==> config.mk <==
export PLATFORM = sky130hd
export DESIGN_NAME = seq_shifter
export DESIGN_NICKNAME = d
export VERILOG_FILES = /design/src/rtl/shift_pkg.sv /design/src/rtl/shift_step.sv /design/src/rtl/seq_shifter.sv
export SDC_FILE = /design/constraint.sdc
export NUM_CORES = 1
export LEC_CHECK = 0
export BUFFER_PORTS_ARGS = -buffer_cell sky130_fd_sc_hd__buf_2
export CORE_MARGIN = 2
export CORE_UTILIZATION = 45
export CTS_CLUSTER_SIZE = 12
export DETAILED_ROUTE_END_ITERATION = 8
export MAX_ROUTING_LAYER = met4
export PLACE_DENSITY = 0.74
export SYNTH_ARGS = -nofsm -noshare
export SYNTH_HDL_FRONTEND = slang
export SYNTH_HIERARCHICAL = 1
export SYNTH_SLANG_ARGS = --single-unit
==> constraint.sdc <==
create_clock -name clk -period 2.4 [get_ports clk]
set_input_delay 0.24 -clock clk [delete_from_list [all_inputs] [get_ports clk]]
set_output_delay 0.24 -clock clk [all_outputs]
set_load 0.02 [all_outputs]
==> src/rtl/shift_pkg.sv <==
// Shared mode codes and FSM state encoding for the iterative shifter.
// Latency: n/a (declarations only).
// Backpressure: n/a.
package shift_pkg;

    localparam logic [1:0] SH_SLL  = 2'b00;
    localparam logic [1:0] SH_SRL  = 2'b01;
    localparam logic [1:0] SH_SRA  = 2'b10;
    localparam logic [1:0] SH_ROTL = 2'b11;

    typedef enum logic [1:0] {
        ST_IDLE  = 2'b00,
        ST_SHIFT = 2'b01,
        ST_DONE  = 2'b10
    } state_t;

endpackage

==> src/rtl/shift_step.sv <==
// Single-cycle shifter by 0..STEP bits in SLL/SRL/SRA/ROTL mode.
// Latency: combinational.
// Backpressure: none; pure function of its inputs.
module shift_step
    import shift_pkg::*;
#(
    parameter int WIDTH = 32,
    parameter int STEP  = 4,
    parameter int AMT_W = $clog2(STEP + 1)
) (
    input  logic [1:0]       mode,
    input  logic [AMT_W-1:0] amt,
    input  logic [WIDTH-1:0] din,
    output logic [WIDTH-1:0] dout
);

    logic [2*WIDTH-1:0] rot_wide;

    always_comb begin
        // Rotate: shift the doubled word, the upper half holds the wrapped bits.
        rot_wide = {din, din} << amt;
        dout     = din;
        case (mode)
            SH_SLL:  dout = din << amt;
            SH_SRL:  dout = din >> amt;
            SH_SRA:  dout = $unsigned($signed(din) >>> amt);
            SH_ROTL: dout = rot_wide[2*WIDTH-1:WIDTH];
            default: dout = din;
        endcase
    end

endmodule

==> src/rtl/seq_shifter.sv <==
// Iterative multi-mode shifter: STEP bits per cycle, start/ready/done handshake.
// Latency: done in the cycle after edge k = ceil(shamt/STEP) past the accept edge.
// Backpressure: start is only taken while ready; start during busy is dropped.
module seq_shifter
    import shift_pkg::*;
#(
    parameter int WIDTH   = 32,
    parameter int STEP    = 4,
    parameter int SHAMT_W = $clog2(WIDTH)
) (
    input  logic               clk,
    input  logic               rst_n,
    input  logic               start,
    input  logic [1:0]         mode,
    input  logic [SHAMT_W-1:0] shamt,
    input  logic [WIDTH-1:0]   din,
    output logic               ready,
    output logic               busy,
    output logic               done,
    output logic [WIDTH-1:0]   result
);

    localparam int                 AMT_W  = $clog2(STEP + 1);
    localparam logic [SHAMT_W-1:0] STEP_R = SHAMT_W'(STEP);

    state_t             state;
    logic [WIDTH-1:0]   work;
    logic [WIDTH-1:0]   step_out;
    logic [SHAMT_W-1:0] remaining;
    logic [SHAMT_W-1:0] step_sz;
    logic [SHAMT_W-1:0] rem_next;
    logic [AMT_W-1:0]   step_amt;
    logic [1:0]         mode_q;

    assign step_sz  = (remaining > STEP_R) ? STEP_R : remaining;
    assign step_amt = AMT_W'(step_sz);
    assign rem_next = remaining - step_sz;
    assign result   = work;

    shift_step #(
        .WIDTH (WIDTH),
        .STEP  (STEP),
        .AMT_W (AMT_W)
    ) u_step (
        .mode (mode_q),
        .amt  (step_amt),
        .din  (work),
        .dout (step_out)
    );

    always_ff @(posedge clk or negedge rst_n) begin
        if (!rst_n) begin
            state     <= ST_IDLE;
            work      <= '0;
            remaining <= '0;
            mode_q    <= SH_SLL;
            ready     <= 1'b1;
            busy      <= 1'b0;
            done      <= 1'b0;
        end else begin
            case (state)
                ST_IDLE, ST_DONE: begin
                    if (start) begin
                        work      <= din;
                        remaining <= shamt;
                        mode_q    <= mode;
                        if (shamt != '0) begin
                            state <= ST_SHIFT;
                            ready <= 1'b0;
                            busy  <= 1'b1;
                            done  <= 1'b0;
                        end else begin
                            // Zero shift completes straight away with the operand.
                            state <= ST_DONE;
                            ready <= 1'b1;
                            busy  <= 1'b0;
                            done  <= 1'b1;
                        end
                    end else begin
                        state <= ST_IDLE;
                        ready <= 1'b1;
                        busy  <= 1'b0;
                        done  <= 1'b0;
                    end
                end
                ST_SHIFT: begin
                    work      <= step_out;
                    remaining <= rem_next;
                    if (rem_next == '0) begin
                        state <= ST_DONE;
                        ready <= 1'b1;
                        busy  <= 1'b0;
                        done  <= 1'b1;
                    end
                end
                default: begin
                    state <= ST_IDLE;
                    ready <= 1'b1;
                    busy  <= 1'b0;
                    done  <= 1'b0;
                end
            endcase
        end
    end

endmodule

==> results of run 1 <==
-- flip-flops by register name, summed over array words and instances (netlist names) --
signal	cells
result	32
remaining	5
mode_q	2
busy	1
done	1
ready	1
state	1
-- cell families after synthesis --
kind of cell               after synthesis  synth area share (%)
AOI/OAI and AO/OA                      131                  19.9
muxes                                   77                  26.2
DFF                                     43                  23.4
and+or+nand+nor                        232                  22.2
xor gates and xnor gates                 2                 0.380
adders and majority gates                1                 0.272
other                                    1                0.0814
buffers and inverters                   60                  7.63
-- critical path: cells and delay by family (launching register included) --
| family | cells | cell delay (ns) |
|---|---|---|
| DFF | 1 | 0.41 |
| and+or+nand+nor | 4 | 0.60 |
| buffers and inverters | 3 | 0.48 |
| muxes | 2 | 0.39 |
| AOI/OAI and AO/OA | 2 | 0.39 |
-- Yosys cell counts, types with 11 or more instances --
cell,n
sky130_fd_sc_hd__nor2_1,47
sky130_fd_sc_hd__dfrtp_1,42
sky130_fd_sc_hd__o21ai_0,11
sky130_fd_sc_hd__and2_1,12
sky130_fd_sc_hd__buf_2,13
sky130_fd_sc_hd__mux4_2,25
sky130_fd_sc_hd__a211oi_1,13
sky130_fd_sc_hd__buf_4,11
sky130_fd_sc_hd__a31oi_1,53
sky130_fd_sc_hd__clkbuf_1,22
sky130_fd_sc_hd__mux2i_1,39
sky130_fd_sc_hd__nand2_1,123
sky130_fd_sc_hd__nand2b_1,15
-- what timing repair did --
item / 4_1_cts / 5_1_grt
pin swaps: 1 / 19
endpoints found under the setup margin: 14 / 30
resized for setup: 5 / 44
cloned: 0 / 3
setup buffers: 7 / 4
-- path summary, 6_finish.rpt --
path | to | start | slack [ns]
max | result[22] | remaining[2] | 0.06
min | done | rst_n | 0.09
max reg2reg | result[22] | remaining[2] | 0.06
min reg2reg | busy | busy | 0.57
max in group asynchronous | result[10] | rst_n | 1.68
min in group clk | mode_q[0] | mode[0] | 0.13
-- area by class of cell --
cell class	count	area, µm²	area share, %
clock inverter	2	12.5	0.223
sequential	43	1080	19.2
tap	133	166	2.97
timing repair buffer	130	912	16.3
clock buffer	6	72.6	1.29
inverter	5	21.3	0.379
multi-input combinational	445	3350	59.7
-- per-stage QoR --
stage               area, µm²  utilization [%]  setup TNS [ns]  setup WS (ns)  hold slack, ns
floorplan                4610                -               0        0.00760         -0.0556
global placement         5190             52.6         -0.0144        -0.0144           0.456
detailed placement       5190             52.6          -0.107        -0.0463           0.462
CTS                      5350             54.2               0        0.00948           0.128
global route             5610             56.8          -0.487        -0.0492           0.145
finish                   5610             56.8               0         0.0566          0.0936
-- routing by layer --
layer  wire (µm)  global-route usage [%]  vias up
met5           0                       -        -
met4         329                    7.62        0
met3         955                    3.37       26
met2        7180                    43.1      211
met1        6280                    36.1     2334
li1            -                       -     2194
==> flow_metrics.py, run 1 <==
metrics = {
    "run_status": {
        "status": "finished, final reports clean",
    },
    "die": {
        "io_pins": 77,
        "floorplan.core_area_um2": 9860,
        "die_area_um2": 11100,
        "row_count": 36,
        "starting_utilization_of_the_core_area_pct": 46.7,
        "fp.dieW_um": 105,
        "fp.dieH_um": 105,
    },
    "cells_and_area": {
        "final_cell_count_no_fill": 764,
        "area_growth_syn_to_layout_pct": 21.7,
        "nets": 673,
        "layout_commonest_cell": "sky130_fd_sc_hd__nand2_1",
        "commonest_non_fill_non_tap_cells_in_the_layout": "sky130_fd_sc_hd__nand2_1 (123), sky130_fd_sc_hd__buf_2 (76), sky130_fd_sc_hd__a31oi_1 (50)",
        "filler_cell_count": 915,
        "n_antenna_cell": 0,
        "post_route_cells_drive_above_1_share_pct": 33.4,
    },
    "logic_synthesis": {
        "synthesis.area_um2": 4610,
        "post-synth-top-area-cell": "sky130_fd_sc_hd__dfrtp_1",
        "synthArstFlopShare_pct": 100,
        "yosys_warnings": 6,
        "syn_nets": 590,
        "yosys_register_bits": 43,
        "netlist-cell-type-count": 59,
        "synth_top_area_share_pct": 22.8,
        "syn_avg_cell_area_um2": 8.42,
        "prevailing_post_synth_register_cell": "sky130_fd_sc_hd__dfrtp_1",
        "top_cells_by_area_synth": "sky130_fd_sc_hd__dfrtp_1 (23%), sky130_fd_sc_hd__mux4_2 (12%), sky130_fd_sc_hd__nand2_1 (10%), sky130_fd_sc_hd__mux2i_1 (8.5%), sky130_fd_sc_hd__a31oi_1 (7.2%)",
        "synth_enable_flop_cells": 0,
        "synth_seq_area_share_pct": 23.4,
        "post_synth_inst_count": 547,
    },
    "placed_design": {
        "dpl.hpwl_um": 10200,
        "placedCellCount": 742,
        "io_port_bufs": 76,
        "finalWeightedCongestion": 0.968,
    },
    "min_path": {
        "hold_path_class": "input pin to asynchronous set/reset pin",
    },
    "timing": {
        "max_clock_freq_mhz": 427,
        "clock-skew-final_ns": 0.00900,
        "grt_setup_unrepaired": "yes",
        "final_min_period_over_clock_period_pct": 97.6,
        "final-setup-viol-count": 0,
        "post-route-min-period_ns": 2.34,
        "worstMarginPinSlew_ns": 1.02,
        "slew_viol_final": 0,
        "timing_hold_violations_final": 0,
        "timing.slew.headroom_pct": 32.2,
    },
    "worst_setup_path": {
        "ff2ff_path_depth": 11,
        "timing.setup.critical_path_class": "flop to flop",
        "endpoint_kind": "flop",
        "required_time_of_the_critical_path_ns": 2.64,
        "cp-start-kind": "flop",
        "cp_cell_sequence": "nor3_2, buf_4, and2_4, buf_8, buf_4, mux2i_1, mux2i_1, nor2_1, o31ai_1, nor2_1, a31oi_1",
        "critical-path-max-stage-delay_ns": 0.41,
        "critPathMaxFanout": 14,
        "slowest_stage": "sky130_fd_sc_hd__dfrtp_1",
        "worst_ep_arrival_time_ns": 2.59,
    },
    "clocking": {
        "cts_htree_levels": 2,
        "root_buffer_cell": "sky130_fd_sc_hd__clkbuf_8",
        "clkTransAtPathRegs_ns": 0.09,
        "worstSkewPairLatency_ns": 0.32,
        "clock_sinks": 43,
        "cts_buffers": 5,
        "cts_tree": "built",
        "cts.hold.buffers_added": 0,
        "maximum_clock_path_buffer_count": 2,
    },
    "grt": {
        "globalRouteOverflowTotal": 0,
        "wire_length_of_the_first_global_routing_pass_um": 23800,
        "grt_start_max_net_pins": 44,
        "first_global_vias": 4605,
        "grt_antenna_before_repair": 0,
        "global_route.usage.total_pct": 27.0,
    },
    "detailed_routing": {
        "detail_route.first_pass.iterations": 5,
        "detail_route.iter0.violations": 354,
        "wl_per_cell_um": 19.3,
        "post-route-drc-count": 0,
        "via_per_inst": 6.24,
        "antenna_violating_nets_post_route": 0,
        "postRouteWirelength_um": 14700,
        "routed-via-count": 4765,
    },
    "flow_run": {
        "max_cap_violations": 0,
    },
}
Power of run 1 is left out: the tool's default activity adds up to more than one toggle a clock period on the data nets, which glitch-free logic cannot reach.
==> run 2, diff against run 1 <==
Settings changed: CELL_PAD_IN_SITES_DETAIL_PLACEMENT from default to 1, CELL_PAD_IN_SITES_GLOBAL_PLACEMENT from default to 1, CORE_UTILIZATION 45 to 39, PLACE_DENSITY 0.74 to 0.83.
==> flow_metrics.py, run 2 (synthesized netlist as in run 1, its figures left out) <==
metrics = {
    "clocking": {
        "cts_htree_levels": 2,
        "cts_buffers": 5,
        "cts_tree": "built",
        "root_buffer_cell": "sky130_fd_sc_hd__clkbuf_16",
        "worstSkewPairLatency_ns": 0.31,
        "clkTransAtPathRegs_ns": 0.07,
        "maximum_clock_path_buffer_count": 2,
        "clock_sinks": 43,
    },
    "worst_setup_path": {
        "critPathMaxFanout": 8,
        "worst_r2r_endpoint": "result[13]",
        "worst_ep_arrival_time_ns": 2.88,
        "ff2ff_path_depth": 11,
        "r2r_slack_ns": -0.31,
        "timing.setup.critical_path_class": "flop to flop",
        "cp-start-kind": "flop",
        "timing.rr.start": "remaining[2]",
        "endpoint_kind": "flop",
        "required_time_of_the_critical_path_ns": 2.58,
    },
    "run_status": {
        "status": "finished, violations left",
        "failed_checks": "setup timing",
    },
    "timing": {
        "final.setup.worst_slack_ns": -0.309,
        "timing_hold_violations_final": 0,
        "max_clock_freq_mhz": 369,
        "grt_setup_unrepaired": "yes",
        "clock-skew-final_ns": 0.00667,
        "worstMarginPinSlew_ns": 0.768,
        "timing.slew.headroom_pct": 48.8,
        "timing.hold.ws_ns": 0.141,
        "final-setup-viol-count": 32,
        "slew_viol_final": 0,
        "post-route-min-period_ns": 2.71,
        "final_min_period_over_clock_period_pct": 113,
    },
    "min_path": {
        "hold_path_class": "input pin to flop",
        "timing.hold.worst_path_depth": 3,
        "hold_path_end": "mode_q[1]",
        "timing.hold.worst.start": "mode[1]",
    },
    "grt": {
        "globalRouteOverflowTotal": 0,
        "global_route.usage.total_pct": 26.9,
        "first_global_vias": 5035,
        "grt_start_max_net_pins": 42,
        "wire_length_of_the_first_global_routing_pass_um": 26800,
        "grt_antenna_before_repair": 0,
    },
    "cells_and_area": {
        "largest_register_ff_count": 32,
        "layout_commonest_cell": "sky130_fd_sc_hd__nand2_1",
        "postLayoutCoreUtil_pct": 52.0,
        "area_growth_syn_to_layout_pct": 29.4,
        "n_antenna_cell": 0,
        "nets": 679,
        "commonest_non_fill_non_tap_cells_in_the_layout": "sky130_fd_sc_hd__nand2_1 (118), sky130_fd_sc_hd__buf_2 (76), sky130_fd_sc_hd__a31oi_1 (51)",
        "post_route_cells_drive_above_1_share_pct": 37.7,
        "filler_cell_count": 1329,
    },
    "die": {
        "fp.dieH_um": 113,
        "starting_utilization_of_the_core_area_pct": 40.2,
        "fp.dieW_um": 113,
        "die_area_um2": 12700,
        "io_pins": 77,
        "row_count": 39,
        "floorplan.core_area_um2": 11500,
    },
    "detailed_routing": {
        "postRouteWirelength_um": 20300,
        "detail_route.first_pass.iterations": 5,
        "antenna_violating_nets_post_route": 0,
        "detail_route.iter0.violations": 564,
        "via_per_inst": 6.71,
        "wl_per_cell_um": 26.0,
        "routed-via-count": 5231,
        "post-route-drc-count": 0,
    },
    "placed_design": {
        "dpl.hpwl_um": 11800,
        "io_port_bufs": 76,
        "finalWeightedCongestion": 0.953,
    },
    "flow_run": {
        "max_cap_violations": 0,
    },
}
==> run 2: area by class of cell <==
class	count	area [µm²]	area share [%]
Clock inverter	3	47.5	0.797
Timing Repair Buffer	137	1060	17.8
Tap cell	143	179	3.00
Inverter	5	21.3	0.357
Sequential cell	43	1080	18.1
Clock buffer	5	125	2.10
Multi-Input combinational cell	444	3450	57.9
==> run 2: metrics by stage <==
stage / TNS (ns) / cells / area [µm²] / setup slack [ns]
3_3_place_gp: 0 / 750 / 5230 / 0.00969
3_5_place_dp: -0.402 / 750 / 5230 / -0.0892
2_1_floorplan: 0 / 547 / 4610 / 0.00760
6_report: -4.27 / 780 / 5960 / -0.309
5_1_grt: -8.04 / 780 / 5960 / -0.435
4_1_cts: 0 / 759 / 5410 / 0.00487
==> run 2: timing repair <==
action | CTS | global route
hold endpoints to repair | 19 | 0
resized for setup | 5 | 71
pin swaps | 1 | 26
endpoints found under the setup margin | 20 | 31
buffers inserted | 0 | 16
hold buffers | 1 | 0
gates cloned | 0 | 5
==> run 2: layer usage <==
layer	GRT usage, %	share of wire, %
met5	-	0
met4	9.43	4.0
met2	46.1	51
met3	3.13	6.3
met1	32.9	39
==> run 2: how the worst max path moves through the flow <==
stage | from | to | slack, ns
after floorplan | remaining[4] | result[15] | 0.008
after global placement | remaining[4] | result[5] | 0.01
after detailed placement | remaining[4] | result[8] | -0.09
after CTS | remaining[4] | result[16] | 0.005
after global routing | remaining[2] | result[26] | -0.43
final | remaining[2] | result[13] | -0.31
==> run 2: worst max-delay path, stage by stage (launching register included) <==
cell                       delay [ns]
sky130_fd_sc_hd__dfrtp_1         0.41
sky130_fd_sc_hd__nor3_2          0.28
sky130_fd_sc_hd__buf_4           0.17
sky130_fd_sc_hd__and2_4          0.27
sky130_fd_sc_hd__buf_12          0.16
sky130_fd_sc_hd__buf_8           0.14
sky130_fd_sc_hd__mux2i_2         0.32
sky130_fd_sc_hd__mux2i_2         0.17
sky130_fd_sc_hd__o211ai_1        0.25
sky130_fd_sc_hd__o31ai_1         0.15
sky130_fd_sc_hd__nor2_1          0.17
sky130_fd_sc_hd__a31oi_1         0.07
Power of run 2 is left out for the same reason.
